===== config.mk =====
export PLATFORM = sky130hd
export DESIGN_NAME = music_player
export DESIGN_NICKNAME = d
export VERILOG_FILES = /design/src/rtl/music_player.sv
export SDC_FILE = /design/constraint.sdc
export NUM_CORES = 1
export LEC_CHECK = 0
export CAP_MARGIN = 20
export CORE_MARGIN = 2
export CORE_UTILIZATION = 30
export CTS_CLUSTER_DIAMETER = 80
export DETAILED_ROUTE_END_ITERATION = 8
export GPL_TIMING_DRIVEN = 0
export PLACE_DENSITY_LB_ADDON = 0.05
export SLEW_MARGIN = 20
export SYNTH_ARGS = -nofsm -noshare
export SYNTH_HDL_FRONTEND = slang
export SYNTH_SLANG_ARGS = --single-unit

===== constraint.sdc =====
create_clock -name clk -period 4.73 [get_ports clk]
set_input_delay 0.946 -clock clk [delete_from_list [all_inputs] [get_ports clk]]
set_output_delay 0.946 -clock clk [all_outputs]
set_load 0.01 [all_outputs]

===== src/rtl/music_player.sv =====
// music_player: steps a note ROM one entry per beat and drives a square-wave buzzer.
// Ports:
//   clk      - single clock for all state
//   rst_n    - asynchronous active-low reset
//   start    - one-cycle request to (re)start playback at address 0
//   stop     - one-cycle request to abort playback; wins over start and end of score
//   loop_en  - wrap to address 0 after LAST_ADDR instead of finishing
//   address  - note ROM address
//   note_in  - ROM data (tone half-period in clk cycles), valid one cycle after address
//   buzzer   - square-wave tone, f_clk/(2*period)
//   busy     - high while playing
//   done     - one-cycle pulse when a non-looping score ends
module music_player #(
  parameter int BEAT_CYC  = 12_500_000,
  parameter int LAST_ADDR = 383,
  parameter int REST_CODE = 2500,
  parameter int NOTE_W    = 17
) (
  input  logic              clk,
  input  logic              rst_n,
  input  logic              start,
  input  logic              stop,
  input  logic              loop_en,
  output logic [8:0]        address,
  input  logic [NOTE_W-1:0] note_in,
  output logic              buzzer,
  output logic              busy,
  output logic              done
);
  localparam int BW = BEAT_CYC > 1 ? $clog2(BEAT_CYC) : 1;
  typedef enum logic [1:0] {IDLE, PLAY, DONE} state_t;
  state_t            state;
  logic [BW-1:0]     beat_cnt;
  logic [NOTE_W-1:0] tone_cnt;
  logic [NOTE_W-1:0] period;
  logic              chg1;
  logic              chg2;
  logic              beat_end;
  logic              at_last;
  logic              new_silent;
  logic              cur_silent;
  logic              tone_clear;
  logic              tone_wrap;
  assign beat_end   = beat_cnt == BW'(BEAT_CYC - 1);
  assign at_last    = address == 9'(LAST_ADDR);
  assign new_silent = note_in == NOTE_W'(REST_CODE) || note_in == '0;
  assign cur_silent = period == NOTE_W'(REST_CODE) || period == '0;
  // a new note restarts the tone from phase 0; a repeated note keeps running so tied notes don't glitch
  assign tone_clear = chg2 ? (new_silent || note_in != period) : cur_silent;
  assign tone_wrap  = tone_cnt == period - NOTE_W'(1);
  // chg1: address just changed, ROM is fetching; chg2: ROM data on note_in, capture it now
  always_ff @(posedge clk or negedge rst_n)
    if (!rst_n) begin
      state    <= IDLE;
      address  <= '0;
      beat_cnt <= '0;
      tone_cnt <= '0;
      period   <= '0;
      buzzer   <= 1'b0;
      busy     <= 1'b0;
      done     <= 1'b0;
      chg1     <= 1'b0;
      chg2     <= 1'b0;
    end else begin
      chg1 <= 1'b0;
      chg2 <= 1'b0;
      done <= 1'b0;
      if (stop || state == DONE) begin
        state    <= IDLE;
        busy     <= 1'b0;
        tone_cnt <= '0;
        buzzer   <= 1'b0;
      end else if (start) begin
        // period is cleared so the first capture always counts as a new note
        state    <= PLAY;
        busy     <= 1'b1;
        address  <= '0;
        beat_cnt <= '0;
        period   <= '0;
        tone_cnt <= '0;
        buzzer   <= 1'b0;
        chg1     <= 1'b1;
      end else if (state == PLAY) begin
        if (beat_end && at_last && !loop_en) begin
          state    <= DONE;
          busy     <= 1'b0;
          done     <= 1'b1;
          tone_cnt <= '0;
          buzzer   <= 1'b0;
        end else begin
          chg2     <= chg1;
          beat_cnt <= beat_end ? '0 : beat_cnt + BW'(1);
          if (beat_end) begin
            address <= at_last ? 9'd0 : address + 9'd1;
            chg1    <= 1'b1;
          end
          if (chg2)
            period <= note_in;
          if (tone_clear) begin
            tone_cnt <= '0;
            buzzer   <= 1'b0;
          end else if (tone_wrap) begin
            tone_cnt <= '0;
            buzzer   <= ~buzzer;
          end else
            tone_cnt <= tone_cnt + NOTE_W'(1);
        end
      end
    end
endmodule


* After elaboration in Yosys (flattened, before gate mapping)
Index checks and enable logic that the tools add are counted.
** Storage, ports and cells
- Register bits :: 74
- Input bits :: 22
** Cells by class
- Add/subtract/negate cells :: 4
- Eq/ne operators :: 9
- Multiplexer cells :: 47
- Bitwise logic cells :: 2
- Reductions and logical operators :: 20
** Operator list (number)
- 2-to-1 mux 17 bit :: 10
- 2-to-1 mux 24 bit :: 4
- 2-to-1 mux 9 bit :: 5
- equality test 17 x 12 -> 1 bit (second input constant) :: 2
- zero test 17 bit :: 2
- adder 24 x 1 -> 24 bit (second input constant) :: 1
- equality test 24 bit (second input constant) :: 1
- 2-to-1 mux 1 bit :: 24
- adder 17 x 1 -> 17 bit (second input constant) :: 1
- equality test 17 bit :: 1
- inequality test 17 bit :: 1
- subtractor 17 x 1 -> 17 bit (second input constant) :: 1
- adder 9 x 1 -> 9 bit (second input constant) :: 1
- equality test 9 bit (second input constant) :: 1
- 2-to-1 mux 2 bit :: 4
- AND reduction 4 bit :: 2
- nonzero test 2 bit :: 3
- nonzero test 3 bit :: 2
- nonzero test 5 bit :: 1
- logical OR 1 bit :: 4
- AND reduction 2 bit :: 2
- AND reduction 3 bit :: 1
- equality test 2 x 1 -> 1 bit (second input constant) :: 1
- equality test 2 bit (second input constant) :: 1
- other kinds (4) :: 6

* Depth between registers and ports, before layout
- Word-level depth :: 9
- Mapped depth :: 12
- Depth with buffers taken out :: 10

* Worst setup path after synthesis
No wires, ideal clock.
- Kind :: reg2reg
- Start :: reg period[3]
- End :: reg tone_cnt[16]
- Setup time :: 0.119 ns
- Data arrival time :: 2.793 ns
- Data required time :: 4.611 ns
- Setup slack :: 1.818 ns
- Stages on the path, launching flop included :: 11
- Path through :: dfrtp_1 > buf_6 > or4_4 > or4_4 > a2111oi_2 > o2111ai_1 > nor4_2 > a31oi_1 > nor2_2 > buf_4 > nor2_1
** On the way
- Longest elaborated chain between the ends :: 8
- Elaborated cells between the ends (all ways) :: 14
** Ends and longest elaborated chain
- from (decl) :: line 35 : logic [NOTE_W-1:0] period;
- from (signal assigned) :: line 98 : period <= note_in;
- subtractor 17 x 1 -> 17 bit (tied with other cells) :: line 50 : assign tone_wrap = tone_cnt == period - NOTE_W'(1);
- equality test 17 bit (tied with other cells) :: line 50
- 2-to-1 mux 17 bit or 2-to-1 mux 1 bit (tied branches) :: line 102, 49
- 2-to-1 mux 17 bit (*) :: line 99 : if (tone_clear) begin
- 2-to-1 mux 17 bit (*) :: line 84 : if (beat_end && at_last && !loop_en) begin
- 2-to-1 mux 17 bit (*) :: line 83 : end else if (state == PLAY) begin
- 2-to-1 mux 17 bit (*) :: line 73 : end else if (start) begin
- 2-to-1 mux 17 bit (*) :: line 68 : if (stop || state == DONE) begin
- to (signal assigned) :: line 106 : tone_cnt <= tone_cnt + NOTE_W'(1);
- to (decl) :: line 34 : logic [NOTE_W-1:0] tone_cnt;
Every way passes the cells marked *; elsewhere a longest branch is shown, timed or not. The select of a mux whose other input is x is not followed.
A chain may end at the register's enable or synchronous reset.

* Final worst setup path
- Start :: reg period[0]
- End :: reg tone_cnt[7]
The elaborated chain is that of the path after synthesis.

==> reports/metrics.yaml <==
critical_path:
  crit_path_frequent_cell: "inv_1"
  cp-end-kind: "flip-flop"
  path_cells: "clkbuf_1 -> inv_1 -> ha_1 -> inv_1 -> or4_4 -> a2111oi_2 -> o2111ai_1 -> nor4_2 -> a31oi_1 -> nor2_2 -> buf_4 -> nor2_1"
  worstPathRequired_ns: 4.96
  max_stage_delay_ns: 0.55
  cp-start-kind: "flip-flop"
  cp.arrival_ns: 3.76
  slowest_stage: "or4_4"
  critPathKind: "flip-flop to flip-flop"
  crit_fanout: 10
timing:
  max_slew_margin: 0.482
  finalMaxSlewViolations: 0
  rsz0062_at_grt: "no"
  hold_viol: 0
  finalSetupViolations: 0
  worst_slew_pin_slew_ns: 0.771
  clock_skew_ns: 0.00527
  hold_slack_ns: 0.484
  clock.fmax_mhz: 283
  finalWorstSetupSlack_ns: 1.20
  period_needed_ns: 3.53
  timing.final.crit_share: 0.746
logic_synthesis:
  syn_avg_cell_area_um2: 8.47
  synth_ff_type: "dfrtp_1"
  synthCells: 533
  async_flop_share: 1.00
  synth_edf_count: 0
  yosys_warnings: 0
  syn_area_mm2: 0.00451
  synth_cell_types: 62
  yosysSeqAreaShare: 0.405
  ys_seq_elements: 73
  syn_nets: 559
clock_tree:
  cts_max_level: 3
  clock_latency_ns: 0.34
  cts.clk_slew.worst_paths_ns: 0.06
  postCtsSetupRepairBufs: 0
  cts_hold_buf: 0
  clkSinkCount: 73
  clock_tree.root_cell: "clkbuf_16"
  cts.repair.resized: 0
  clk_path_buf_depth: 2
  cts_made_buffers: 9
  cts_tree: "done"
job:
  maxCapViolCount: 0
drt:
  drt_iter0_markers: 251
  drt-total-wl_um: 12600
  wl_per_cell_um: 16.4
  antenna_left: 0
  first_pass_iters: 6
  via_count: 3976
  viasPerCell: 5.20
  drc: 0
layout:
  finalNonFillerCells: 764
  num_antenna_cells: 0
  final_nets: 604
  layout-drive-gt1-share: 0.0552
  final_common_cell: "dfrtp_1"
  mostFrequentLayoutCells: "73 x dfrtp_1, 51 x o21ai_0, 50 x nor2_1"
  area_growth_pct: 18.5
die:
  design.core.area_mm2: 0.0146
  dieWidth_um: 127
  ios: 34
  die_area_mm2: 0.0160
  start_util: 0.309
  fp.dieH_um: 127
  num_rows: 44
grt:
  grt_pass1_vias: 3959
  grt_antenna_before_repair: 0
  grt_pass1_wl_um: 21000
  overflow: 0
  grt_max_degree: 51
  gr-usage-all-layers: 0.165
pwr:
  powerDensity_mw_per_mm2: 309
  ir_drop_mv: 0.145
  p_leak_nw: 2.17
  power_mw: 1.65
placed_design:
  io_buffers: 33
  place_inst: 751
  hpwl_um: 9100
  dpl_worst_slack_ns: 0.867
  routabilityCongestion: 0.793
min_path:
  hold_class: "flip-flop to flip-flop"
status:
  outcome: "finished clean"
## final cells by class
| cell class | instances | area [um2] |
|---|---|---|
| clock buffers | 12 | 246 |
| fillers | 1500 | 9240 |
| clock inverters | 1 | 5.00 |
| inverters | 28 | 105 |
| plain buffers | 27 | 121 |
| multi-input cells | 405 | 2460 |
| well taps | 184 | 230 |
| repair buffers | 34 | 355 |
| flip-flops and latches | 73 | 1830 |
## layer usage
metal	global-route usage	part of all wire
met5	0	0
met4	0.0646	0.018
met3	0.0261	0.031
met2	0.272	0.48
met1	0.218	0.47
## worst max-delay path, delay by kind of cell (launching register included)
kind / cells / cell delay [ns]
AOI/OAI and AO/OA: 3 / 0.86
adders and majority gates: 1 / 0.32
buffers and inverters: 4 / 0.74
DFF: 1 / 0.35
and+or+nand+nor: 4 / 1.13
## report_power, final
part	internal (mW)	switching (mW)	total, mW
Clock	0.360	0.256	0.616
Sequential	0.658	0.0401	0.698
Combinational	0.143	0.198	0.340
## cell families after synthesis
family	count (synthesis)	share of synthesized area
compound gates	98	0.134
mux	4	0.00887
buf+inv	55	0.0502
xor+xnor	51	0.0990
fa+ha+maj	4	0.0111
simple gates	248	0.292
flops	73	0.405
## Yosys cell counts, drive strengths merged, types with 8 or more instances
cell type / n / area [um2]
and3: 17 / 106
nand2b: 8 / 50.1
nand2: 40 / 150
nor2: 51 / 194
nand4: 13 / 81.3
o21ai: 51 / 255
a21oi: 12 / 60.1
clkbuf: 21 / 78.8
xnor2: 18 / 158
xor2: 33 / 289
o31ai: 8 / 60.1
inv: 27 / 101
nor3: 14 / 70.1
dfrtp: 73 / 1830
nor4: 17 / 113
nand3: 46 / 235
or3: 9 / 57.6
## metrics by stage
| step | area [um2] | setup TNS, ns | utilization |
|---|---|---|---|
| 6_report | 5350 | 0 | 0.367 |
| 4_1_cts | 5350 | 0 | 0.367 |
| 2_1_floorplan | 4510 | 0 | - |
| 5_1_grt | 5350 | 0 | 0.367 |
| 3_5_place_dp | 5100 | 0 | 0.349 |
| 3_3_place_gp | 5070 | -17.99 | 0.348 |
## path summary, 6_finish.rpt
check | from | cells after the start | endpoint | slack (ns)
max reg2reg | period[0] | 12 | tone_cnt[7] | 1.20
max | period[0] | 12 | tone_cnt[7] | 1.20
max in group asynchronous | rst_n | 2 | tone_cnt[1] | 3.63
min | chg1 | 1 | chg2 | 0.48
min reg2reg | chg1 | 1 | chg2 | 0.48
min in group asynchronous | rst_n | 1 | period[8] | 0.52
## state kept, by name (all words and copies together), names as in the netlist
name / flops
beat_cnt: 24
tone_cnt: 17
done: 1
period: 17
address: 9
state: 2
chg1: 1
chg2: 1
buzzer: 1
(Power assumes the default switching activity.)
